<file path="config.mk">
export PLATFORM = sky130hd
export DESIGN_NAME = enable_table_loader_flat
export DESIGN_NICKNAME = d
export VERILOG_FILES = /design/src/rtl/enable_table_loader_if.sv /design/src/rtl/enable_table_loader.sv /design/src/flat_wrapper.sv
export SDC_FILE = /design/constraint.sdc
export NUM_CORES = 1
export LEC_CHECK = 0
export ABC_AREA = 1
export CAP_MARGIN = 10
export CORE_MARGIN = 4
export CORE_UTILIZATION = 50
export CTS_BUF_LIST = sky130_fd_sc_hd__clkbuf_16
export CTS_CLUSTER_SIZE = 16
export DETAILED_ROUTE_END_ITERATION = 10
export DONT_BUFFER_PORTS = 1
export GPL_ROUTABILITY_DRIVEN = 0
export PLACE_DENSITY = 0.79
export SYNTH_ARGS = -nofsm -noshare
export SYNTH_HDL_FRONTEND = slang
export SYNTH_SLANG_ARGS = --single-unit
</file>
<file path="constraint.sdc">
create_clock -name fpga_clk -period 1.7 [get_ports fpga_clk]
set_input_delay 0.34 -clock fpga_clk [delete_from_list [all_inputs] [get_ports fpga_clk]]
set_output_delay 0.34 -clock fpga_clk [all_outputs]
set_load 0.05 [all_outputs]
</file>
<file path="src/rtl/enable_table_loader_if.sv">
// Enable-table loader bus: byte stream in (start/valid/ready), table writes
// and status out. The loader side uses the slave modport; whatever feeds it
// and consumes the table writes uses the master modport.
//
// Handshake: a byte moves from producer to loader on a rising edge where
// in_valid and in_ready are both 1. The producer may raise in_valid at any
// time and must hold in_data stable while in_valid is high and in_ready is
// low; in_ready never depends on in_valid, and in_data is ignored whenever
// in_ready is 0.
interface enable_table_loader_if #(
    parameter int TABLE_ADDR_BITS = 9
);
    logic                       start;
    logic [7:0]                 in_data;
    logic                       in_valid;
    logic                       in_ready;
    logic                       table_we;
    logic [1:0]                 table_val;
    logic [TABLE_ADDR_BITS-1:0] table_write_addr;
    logic                       busy;
    logic                       done;
    logic                       error;

    modport slave (
        input  start, in_data, in_valid,
        output in_ready, table_we, table_val, table_write_addr, busy, done, error
    );

    modport master (
        output start, in_data, in_valid,
        input  in_ready, table_we, table_val, table_write_addr, busy, done, error
    );
endinterface

</file>
<file path="src/rtl/enable_table_loader.sv">
// Enable-table loader: accepts packed bytes (four 2-bit entries each, LSB pair
// first) and writes them to consecutive enable-table addresses, one entry per
// cycle, until the last address has been written.
//
// Optional feature: define ENABLE_TABLE_CHECKSUM_EN to add an 8-bit running
// checksum over the data bytes and a trailing check byte that must equal the
// two's complement of that sum; a mismatch sets the sticky error flag. Without
// the macro the error output is constant 0 and no check byte is expected.
//
// state_o exposes the FSM state for observation (0 IDLE, 1 FETCH, 2 UNPACK,
// 3 CHECK, 4 FINISH).
module enable_table_loader #(
    parameter int TABLE_ADDR_BITS = 9
) (
    input  logic                 fpga_clk,
    input  logic                 rst_n,
    enable_table_loader_if.slave bus,
    output logic [2:0]           state_o
);

    localparam logic [TABLE_ADDR_BITS-1:0] LAST_ADDR = '1;
    localparam logic [TABLE_ADDR_BITS-1:0] ADDR_ONE  = TABLE_ADDR_BITS'(1);

    typedef enum logic [2:0] {
        ST_IDLE   = 3'd0,
        ST_FETCH  = 3'd1,
        ST_UNPACK = 3'd2,
`ifdef ENABLE_TABLE_CHECKSUM_EN
        ST_CHECK  = 3'd3,
`endif
        ST_FINISH = 3'd4
    } state_t;

    state_t                     state_q, state_d;
    logic [7:0]                 byte_q, byte_d;       // byte being unpacked
    logic [1:0]                 sub_q, sub_d;         // index of entry currently on the table port
    logic [TABLE_ADDR_BITS-1:0] cnt_q, cnt_d;         // address counter
    logic                       we_q, we_d;
    logic [1:0]                 val_q, val_d;
    logic [TABLE_ADDR_BITS-1:0] waddr_q, waddr_d;
    logic                       xfer;
    logic [1:0]                 next_slice;
`ifdef ENABLE_TABLE_CHECKSUM_EN
    logic [7:0]                 csum_q, csum_d;
    logic                       err_q, err_d;
`endif

    // Ready only in states that consume a byte; never a function of in_valid.
    always_comb begin
        bus.in_ready = (state_q == ST_FETCH);
`ifdef ENABLE_TABLE_CHECKSUM_EN
        if (state_q == ST_CHECK) bus.in_ready = 1'b1;
`endif
    end

    assign xfer = bus.in_valid & bus.in_ready;

    // Entry that follows the one currently presented within the latched byte.
    always_comb begin
        next_slice = byte_q[7:6];
        case (sub_q)
            2'd0:    next_slice = byte_q[3:2];
            2'd1:    next_slice = byte_q[5:4];
            default: next_slice = byte_q[7:6];
        endcase
    end

    // Next-state logic; table port registers are loaded with the write that
    // will be presented in the following cycle, so they hold when idle.
    always_comb begin
        state_d = state_q;
        byte_d  = byte_q;
        sub_d   = sub_q;
        cnt_d   = cnt_q;
        we_d    = 1'b0;
        val_d   = val_q;
        waddr_d = waddr_q;
`ifdef ENABLE_TABLE_CHECKSUM_EN
        csum_d  = csum_q;
        err_d   = err_q;
`endif
        case (state_q)
            ST_IDLE: begin
                if (bus.start) begin
                    state_d = ST_FETCH;
                    cnt_d   = '0;
                    sub_d   = 2'd0;
`ifdef ENABLE_TABLE_CHECKSUM_EN
                    csum_d  = 8'd0;
                    err_d   = 1'b0;
`endif
                end
            end
            ST_FETCH: begin
                if (xfer) begin
                    state_d = ST_UNPACK;
                    byte_d  = bus.in_data;
                    sub_d   = 2'd0;
                    we_d    = 1'b1;
                    val_d   = bus.in_data[1:0];
                    waddr_d = cnt_q;
`ifdef ENABLE_TABLE_CHECKSUM_EN
                    csum_d  = csum_q + bus.in_data;
`endif
                end
            end
            ST_UNPACK: begin
                if (sub_q != 2'd3) begin
                    sub_d   = sub_q + 2'd1;
                    cnt_d   = cnt_q + ADDR_ONE;
                    we_d    = 1'b1;
                    val_d   = next_slice;
                    waddr_d = cnt_q + ADDR_ONE;
                end else if (cnt_q == LAST_ADDR) begin
                    // Table full: counter is held at all-ones, no wrap.
`ifdef ENABLE_TABLE_CHECKSUM_EN
                    state_d = ST_CHECK;
`else
                    state_d = ST_FINISH;
`endif
                end else begin
                    cnt_d   = cnt_q + ADDR_ONE;
                    state_d = ST_FETCH;
                end
            end
`ifdef ENABLE_TABLE_CHECKSUM_EN
            ST_CHECK: begin
                if (xfer) begin
                    if (bus.in_data != (8'd0 - csum_q)) err_d = 1'b1;
                    state_d = ST_FINISH;
                end
            end
`endif
            ST_FINISH: state_d = ST_IDLE;
            default:   state_d = ST_IDLE;
        endcase
    end

    // State and datapath registers, cleared asynchronously.
    always_ff @(posedge fpga_clk or negedge rst_n) begin
        if (!rst_n) begin
            state_q <= ST_IDLE;
            byte_q  <= 8'd0;
            sub_q   <= 2'd0;
            cnt_q   <= '0;
            we_q    <= 1'b0;
            val_q   <= 2'd0;
            waddr_q <= '0;
        end else begin
            state_q <= state_d;
            byte_q  <= byte_d;
            sub_q   <= sub_d;
            cnt_q   <= cnt_d;
            we_q    <= we_d;
            val_q   <= val_d;
            waddr_q <= waddr_d;
        end
    end

`ifdef ENABLE_TABLE_CHECKSUM_EN
    // Running checksum and sticky error flag.
    always_ff @(posedge fpga_clk or negedge rst_n) begin
        if (!rst_n) begin
            csum_q <= 8'd0;
            err_q  <= 1'b0;
        end else begin
            csum_q <= csum_d;
            err_q  <= err_d;
        end
    end
    assign bus.error = err_q;
`else
    assign bus.error = 1'b0;
`endif

    assign bus.table_we         = we_q;
    assign bus.table_val        = val_q;
    assign bus.table_write_addr = waddr_q;
    assign bus.done             = (state_q == ST_FINISH);
    assign bus.busy             = (state_q != ST_IDLE) && (state_q != ST_FINISH);
    assign state_o              = state_q;

endmodule
</file>
<file path="src/flat_wrapper.sv">
// flat-port wrapper written by rule: the top's interface ports become plain ports
module enable_table_loader_flat 
#(
    parameter int TABLE_ADDR_BITS = 9
)
  (fpga_clk, rst_n, state_o, bus_start, bus_in_data, bus_in_valid, bus_in_ready, bus_table_we, bus_table_val, bus_table_write_addr, bus_busy, bus_done, bus_error);
  enable_table_loader_if #(.TABLE_ADDR_BITS(TABLE_ADDR_BITS)) bus_i ();
  input  logic fpga_clk;
  input  logic rst_n;
  output logic [2:0] state_o;
  input wire logic [$bits(bus_i.start)-1:0] bus_start;
  input wire logic [$bits(bus_i.in_data)-1:0] bus_in_data;
  input wire logic [$bits(bus_i.in_valid)-1:0] bus_in_valid;
  output wire logic [$bits(bus_i.in_ready)-1:0] bus_in_ready;
  output wire logic [$bits(bus_i.table_we)-1:0] bus_table_we;
  output wire logic [$bits(bus_i.table_val)-1:0] bus_table_val;
  output wire logic [$bits(bus_i.table_write_addr)-1:0] bus_table_write_addr;
  output wire logic [$bits(bus_i.busy)-1:0] bus_busy;
  output wire logic [$bits(bus_i.done)-1:0] bus_done;
  output wire logic [$bits(bus_i.error)-1:0] bus_error;
  assign bus_i.start = bus_start;
  assign bus_i.in_data = bus_in_data;
  assign bus_i.in_valid = bus_in_valid;
  assign bus_in_ready = bus_i.in_ready;
  assign bus_table_we = bus_i.table_we;
  assign bus_table_val = bus_i.table_val;
  assign bus_table_write_addr = bus_i.table_write_addr;
  assign bus_busy = bus_i.busy;
  assign bus_done = bus_i.done;
  assign bus_error = bus_i.error;
  enable_table_loader #(.TABLE_ADDR_BITS(TABLE_ADDR_BITS)) u_core (.fpga_clk(fpga_clk), .rst_n(rst_n), .bus(bus_i), .state_o(state_o));
endmodule
</file>
### Yosys cells after proc, flatten, opt, wreduce, memory -nomap -nowiden

Index checks and enable logic that the tools add are counted.

* register bits after elaboration: 34
* bits of input ports: 12
* word-level logic and storage cells: 57

* multiplexer cells: 23
* add/subtract/negate cells: 2
* reduce and logical (&&, ||, !) cells: 12
* equal/unequal tests: 12
* bitwise gates (word level): 1

Operator list (count)
* 2-to-1 mux 9 bit: 5
* case mux 9 bit (2 select lines): 2
* 2-to-1 mux 3 bit: 4
* 2-to-1 mux 2 bit: 5
* adder 9 x 1 -> 9 bit, second input constant: 1
* equality test 9 bit, second input constant: 1
* case mux 3 bit (3 select lines): 1
* AND reduction 3 bit: 3
* inequality test 2 bit, second input constant: 4
* case mux 2 bit (2 select lines): 2
* case mux 2 bit (3 select lines): 1
* nonzero test 3 bit: 2
* AND reduction 4 bit: 1
* nonzero test 2 bit: 2
* equality test 3 x 1 -> 1 bit, second input constant: 1
* equality test 3 x 2 -> 1 bit, second input constant: 1
* equality test 3 bit, second input constant: 1
* zero test 3 bit: 1
* inequality test 3 x 2 -> 1 bit, second input constant: 1
* inequality test 3 bit, second input constant: 1
* adder 2 x 1 -> 2 bit, second input constant: 1
* equality test 2 x 1 -> 1 bit, second input constant: 1
* zero test 2 bit: 1
* 2-to-1 mux 1 bit: 2
* other kinds (5): 5

### Logic depth before layout (Yosys ltp)

Gate-level depths: netlist (run 1).

* word-level depth: 4
* depth in mapped cells: 11

### Worst setup path after synthesis (run 1)

Ideal clock, no wire load.

* path kind: register to output
* start: register u_core.state_q[1] (netlist: u_core.state_o[1])
* end: output port bus_done
* slack: -0.577 ns
* buffers on the path: 1
* stages on the path, launching flop included: 5
* data arrival time: 1.937 ns
* required time: 1.360 ns
* path through: dfrtp_1 buf_6 inv_1 nand2_1 nor2_1

* cells in the longest elaborated chain, start to end: 1

Ends and longest elaborated chain
* from (decl): RTL line enable_table_loader.sv:34 `state_t state_q, state_d;`
* from (signal assigned): RTL line enable_table_loader.sv:150 `state_q <= state_d;`
* equality test 3 bit: RTL line enable_table_loader.sv:179 `assign bus.done = (state_q == ST_FINISH);`
* to (decl): RTL line flat_wrapper.sv:19 `output wire logic [$bits(bus_i.done)-1:0] bus_done;`

Every way passes these cells.

### Worst setup path after layout (run 1)

* start: register u_core.cnt_q[0]
* end: register u_core.cnt_q[3]

* cells in the longest elaborated chain, start to end: 4
* elaborated cells between the ends (all ways): 7
* those cells by class: add/sub (1); eq/ne (2); mux (3); reduce/logical (1)

Ends and longest elaborated chain
* from (decl): RTL line enable_table_loader.sv:37 `logic [TABLE_ADDR_BITS-1:0] cnt_q, cnt_d;`
* from (signal assigned): RTL line enable_table_loader.sv:153 `cnt_q <= cnt_d;`
* adder 9 x 1 -> 9 bit: RTL line enable_table_loader.sv:110, enable_table_loader.sv:122
* 2-to-1 mux 9 bit: RTL line enable_table_loader.sv:114 `end else if (cnt_q == LAST_ADDR) begin`
* 2-to-1 mux 9 bit: RTL line enable_table_loader.sv:108 `if (sub_q != 2'd3) begin`
* case mux 9 bit (2 select lines): RTL line enable_table_loader.sv:82 `case (state_q)`

Several ways; a longest one is shown, not always the timed one. The select of a mux whose other input is x is not followed.
A chain may end at the register's enable or synchronous reset.

==> results of run 1 <==
==> state kept, by name, summed over array words and instances, names as in the netlist <==
register	flops
u_core.bus.table_val	2
u_core.bus.table_we	1
u_core.bus.table_write_addr	9
u_core.byte_q	6
u_core.cnt_q	9
u_core.state_o	3
u_core.sub_q	2
==> what timing repair did <==
action / CTS / global route
hold buffers: 2 / 0
gates resized for setup: 2 / 13
setup buffers: 3 / 1
hold endpoints to repair: 32 / 0
setup endpoints to repair: 4 / 10
pin swaps: 1 / 3
==> final cells by class <==
class | count | area share [%]
clock buffers | 5 | 5.79
clock inverters | 3 | 1.97
inverters | 23 | 4.51
multi-input cells | 150 | 37.7
flip-flops and latches | 32 | 37.2
well taps | 46 | 2.66
repair buffers | 23 | 10.2
==> cell usage after synthesis <==
cell,number
buf_6,3
inv_1,22
o21a_1,2
nand3_4,3
nand2_4,1
ha_1,6
nand2_1,75
or2_2,2
o21ai_0,5
nand2_2,2
dfrtp_1,32
buf_2,1
inv_6,1
nand3b_1,1
nand3_1,13
buf_12,1
buf_4,1
o21ai_1,6
nor2_4,1
nor2_1,14
nand4_1,5
conb_1,1
nand3_2,1
o21bai_1,1
nor3_1,1
a21oi_1,6
o21ai_2,4
==> critical path, cell delays in order (launching register included) <==
cell and delay, ns:
dfrtp_1 0.35, ha_2 0.19, nand2_2 0.06, inv_2 0.05
nand3b_1 0.09, nor2_1 0.12, ha_2 0.19, nand4_1 0.14
nand2_2 0.18, buf_12 0.14, o21ai_0 0.08
==> worst max path at each step <==
stage | startpoint | end | cells past startpoint
after floorplan | u_core.state_o[1] | u_core.sub_q[0] | 8
after global placement | u_core.cnt_q[0] | u_core.cnt_q[2] | 11
after detailed placement | u_core.cnt_q[0] | u_core.cnt_q[0] | 11
after CTS | u_core.cnt_q[0] | u_core.cnt_q[5] | 11
after global routing | u_core.cnt_q[1] | u_core.cnt_q[4] | 11
final | u_core.cnt_q[0] | u_core.cnt_q[3] | 10
==> cell families (layout without fill, tap and decap cells) <==
kind of cell | count (synthesis) | after routing | share of synthesized area (%)
other | 1 | 1 | 0.216
buffers and inverters | 29 | 54 | 9.10
DFF | 32 | 32 | 46.2
adders and majority gates | 6 | 6 | 4.33
and+or+nand+nor | 119 | 119 | 31.9
AOI/OAI and AO/OA | 24 | 24 | 8.23
==> metal layers <==
layer | vias up | routed length [um]
met3 | 8 | 220
met2 | 37 | 1740
li1 | 718 | -
met4 | 0 | 74
met1 | 659 | 1610
met5 | - | 0
==> power groups by stage <==
stage / Clock [mW] / Combinational [mW] / Sequential (mW)
6_report: 1.02 / 1.49 / 1.50
4_1_cts: 1.03 / 1.45 / 1.49
5_1_grt: 1.08 / 1.67 / 1.52
3_5_place_dp: 0 / 1.32 / 1.54
2_1_floorplan: 0 / 1.02 / 1.57
3_3_place_gp: 0 / 1.29 / 1.54
==> metrics.txt, run 1 <==
top-area cell type share of the netlist area=between 40% and 50%; most frequent cells in the layout=nand2_1, dfrtp_1, inv_1; H-tree levels=2; sequential share of power=37.3%; WHS=0.169 ns; logic gate share of total power=a little under two fifths; post-route cell area=approximately 2200 um2; Cell Area, Placed=1900 um2; DRT iter0 DRCs=54; DR vias=~1.4k; Mapped Cells=approximately 210; Final Max Tran Viols=0; data required time of the worst path=between 1.5 and 2 ns; Post-Syn Area=around 1700 um2; Setup violations, final=0; vias per cell=5.04; PD cells=between 1500 and 2000 nW/um2; initial antenna violation count=0; Die ar.=roughly 4500 um2; worst hold path class=primary input to register; routing usage on met3=between 5 and 6%; ranking of synthesized cells by area=dfrtp_1, nand2_1, inv_1; drt pass-1 iters=4; post-layout min period=around 1.7 ns; Clock power frac=25.5%; Final nets=around 250; Port Buffer Count=0; post-layout instance count excluding filler cells=about 280; Core ar.=3340 um2; Hold Vio Cnt, Final=0; synthesis-to-finish area growth=24.8%; Post-DP HPWL=between 2000 and 3000 um; Clock Tree Buf Depth=2; diodes inserted=0; RSZ-0062 raised after global routing=yes; setup slack, reg-to-reg=a little under 0.0005 ns; number of synthesis warnings=0; Syn Nets=between 200 and 250; FP Rows=21; RR Startpoint=u_core.cnt_q[0]; CTS buffer count=5; Syn Area/Cell=about 8.2 um2; Die Width=approximately 67 um; drt wl/cell=12.9 um; number of global-route vias before repair=1488; outcome=completed; Peak VDD IR=about 1.1 mV; FF+latch area=roughly 800 um2; dpl cells=~270; most common cell after layout, fill and taps aside=nand2_1; critical path peak fanout=10; Hold Path Depth=2; largest net degree at the start of global routing=33; Starting Density=roughly half; net switching power=between 1.5 and 2 mW; Root Driver=clkbuf_16; Yosys reg bits=32; RR Endpoint=u_core.cnt_q[3]; CTS clock-pin slew for the worst setup and hold paths=roughly 0.05 ns; Final Skew=0.00280 ns; worst hold endpoint=u_core.byte_q[4]; fill count=~290; Cell Int Power=around 2.2 mW; sw frac=44.9%; Overflow after GRT=0; CP Launch Type=register; overall power=between 4 and 5 mW; Residual DRC=0; worst r2r path cells=10; Worst Setup End Kind=register; max cap viols=0; CTS tree=done; worst setup margin=0.000484 ns; final wirelength=between 3000 and 4000 um; GRT Total Usage=between 10% and 20%; multi-input logic area=just over 800 um2; synth unique cells=27; sequential fraction of the synthesis area=46.2%; Fin Setup TNS=0 ns; Critical Path AT=around 1.9 ns; met2 usage=a little under a third; Layout Utilization=approximately 65%; post-route clock period utilization=~100%; Clk Latency, worst-skew pair=approximately 0.28 ns; Die Span Y=around 67 um; Pleak=1.05 nW; global-route wire length before repair=~6400 um; met1 usage=about a quarter; clock sinks=32; Top Usage Layer GRT=met2; kind of critical path=register to register; DP Worst Slack=-0.0209 ns; biggest area consumer among synthesized cells=dfrtp_1; Max Fclk=roughly 590 MHz; I/O pin total=31; layout cell share with drive strength beyond 1=a little over a quarter; hold_sp=bus_in_data[4]; Detail Route Antenna Nets=0
Power figures use the tool's default switching activity.
==> inputs of run 2 (changes only) <==
Settings changed: PLACE_DENSITY 0.79 to not set, PLACE_DENSITY_LB_ADDON set to 0.2, SETUP_SLACK_MARGIN set to 0.4.
==> run 2 against run 1 <==
Critical path type unchanged. Sequential power up 3%. Core utilization up 16 points. Combinational power rose by 70%. Largest cell class unchanged. The flow now finishes with violations (negative setup slack). Critical endpoint unchanged. Hold slack gained 0.0019 ns.
==> metrics.txt, run 2 (synthesis gave the netlist of run 1 again) <==
outcome=finished with violations; failing checks=negative setup slack; Clock Tree Buf Depth=2 (unchanged); Setup violations, final=11 (+11); Final Skew=0.00663 ns (+0.00382 ns); drt wl/cell=19.6 um (+51%); diodes inserted=0 (unchanged); PD cells=1880 nW/um2 (+1.3%); RR Startpoint=u_core.cnt_q[4]; H-tree levels=2 (unchanged); launch point of the worst path=u_core.cnt_q[4]; CP Launch Type=register; Core ar.=3340 um2 (unchanged); clock sinks=32 (unchanged); Relative slew margins=approximately 63%; max cap viols=0 (unchanged); kind of critical path=register to register; Root Driver=clkbuf_16; largest net degree at the start of global routing=33 (unchanged); Die Width=66.9 um (unchanged); data required time of the worst path=1.90 ns (+0.04 ns); CTS tree=done; post-route clock period utilization=121% (+21 points); Post-DP HPWL=2590 um (+1.7%); CTS buffer count=5 (unchanged); final wirelength=5990 um (+64%); critical path peak fanout=8 (-2); DRT iter0 DRCs=204 (+280%); hold_sp=bus_in_data[2]; Overflow after GRT=0 (unchanged); Max Fclk=486 MHz (-17%); post-layout min period=2.06 ns (+0.359 ns); Die Span Y=66.9 um (unchanged); Pleak=1.25 nW (+19%); initial antenna violation count=0 (unchanged); worst setup margin=-0.359 ns (-0.359 ns); DR vias=1732 (+22%); worst hold path class=primary input to register; Die ar.=4470 um2 (unchanged); Fin Setup TNS=-3.21 ns (-3.21 ns); Hold Vio Cnt, Final=0 (unchanged); fill count=192 (-33%); most frequent cells in the layout=nand2_1, dfrtp_1, buf_4; global-route wire length before repair=8180 um (+28%); Final nets=277 (+9.5%); most common cell after layout, fill and taps aside=nand2_1; Starting Density=51.9% (unchanged); Peak VDD IR=0.974 mV (-13%); Worst Setup End Kind=register; vias per cell=5.66 (+12%); layout cell share with drive strength beyond 1=48.8% (+22 points); drt pass-1 iters=4 (unchanged); number of global-route vias before repair=1718 (+15%); Port Buffer Count=0 (unchanged); CTS clock-pin slew for the worst setup and hold paths=0.06 ns (about the same); synthesis-to-finish area growth=56.2%; Residual DRC=0 (unchanged); Final Max Tran Viols=0 (unchanged); I/O pin total=31 (unchanged); Worst-Margin Slew=around 0.56 ns; Critical Path AT=2.26 ns (+0.40 ns); GRT Total Usage=25.2% (+5.7 points); FP Rows=21 (unchanged); RSZ-0062 raised after global routing=yes; Clk Latency, worst-skew pair=0.28 ns (about the same); Detail Route Antenna Nets=0 (unchanged); WHS=0.171 ns (+0.00192 ns)
run 2: cell count changes in the layout (fill, tap and decap cells not counted), moves of 6 or more:
cell and change:
nand2_2 +7, buf_6 +12, nand2_1 -13, nand3_1 -6
inv_1 -6, nor2_1 -6
run 2: power by group:
| part | switching [mW] | internal, mW | leakage (nW) |
|---|---|---|---|
| logic | 1.43 | 1.10 | 0.762 |
| registers | 0.549 | 0.989 | 0.413 |
| clock network | 0.332 | 0.681 | 0.0789 |
run 2: metrics by stage:
stage          std cells  setup WS (ns)  total power [mW]  cell area [um2]  util [%]
6_report             306         -0.359              5.08             2710      81.1
3_5_place_dp         261       -0.00449              2.94             1860      55.9
4_1_cts              294        -0.0258              4.69             2470      74.2
5_1_grt              306         -0.429              5.30             2710      81.1
3_3_place_gp         261         0.0569              2.90             1860      55.9
2_1_floorplan        211          0.108              2.65             1790         -
run 2: per-layer routing:
layer	global-route usage, %	part of all wire, %	wire (um)
met1	27.8	38	2260
met2	42.8	48	2890
met3	7.76	7.9	475
met4	13.4	6.0	357
met5	0	0	0
run 2: path summary, 6_finish.rpt:
| check | endpoint | cells after the start | slack (ns) |
|---|---|---|---|
| max | u_core.cnt_q[3] | 10 | -0.36 |
| min | u_core.byte_q[2] | 2 | 0.17 |
| max reg2reg | u_core.cnt_q[3] | 10 | -0.36 |
| min reg2reg | u_core.byte_q[7] | 2 | 0.48 |
| max in group asynchronous | u_core.cnt_q[5] | 2 | 0.99 |
| min in group asynchronous | u_core.cnt_q[2] | 2 | 0.53 |
run 2: layout make-up:
cell class | instances | area [um2] | share of cell area (%)
inverter | 23 | 120 | 4.44
timing repair inverter | 1 | 16.3 | 0.601
multi-input combinational | 151 | 1070 | 39.4
tap | 46 | 57.6 | 2.13
sequential | 32 | 806 | 29.8
timing repair buffer | 45 | 478 | 17.7
clock inverter | 3 | 37.5 | 1.39
clock buffer | 5 | 125 | 4.62
run 2: critical path: stages, from the launching register on:
cell and delay, ns:
dfrtp_1 0.42, nand2_1 0.13, inv_1 0.17, nand3b_1 0.19
nor2_2 0.17, ha_4 0.15, nand4_1 0.20, nand2_2 0.25
buf_12 0.16, nand2_2 0.06, o21ai_1 0.07
run 2: repair_timing:
action / 4_1_cts / 5_1_grt
endpoints found under the setup margin: 29 / 30
resized for setup: 54 / 37
cloned: 2 / 0
setup buffers: 21 / 12
pin swaps: 27 / 25
hold endpoints to repair: 32 / 0
hold buffers: 2 / 0
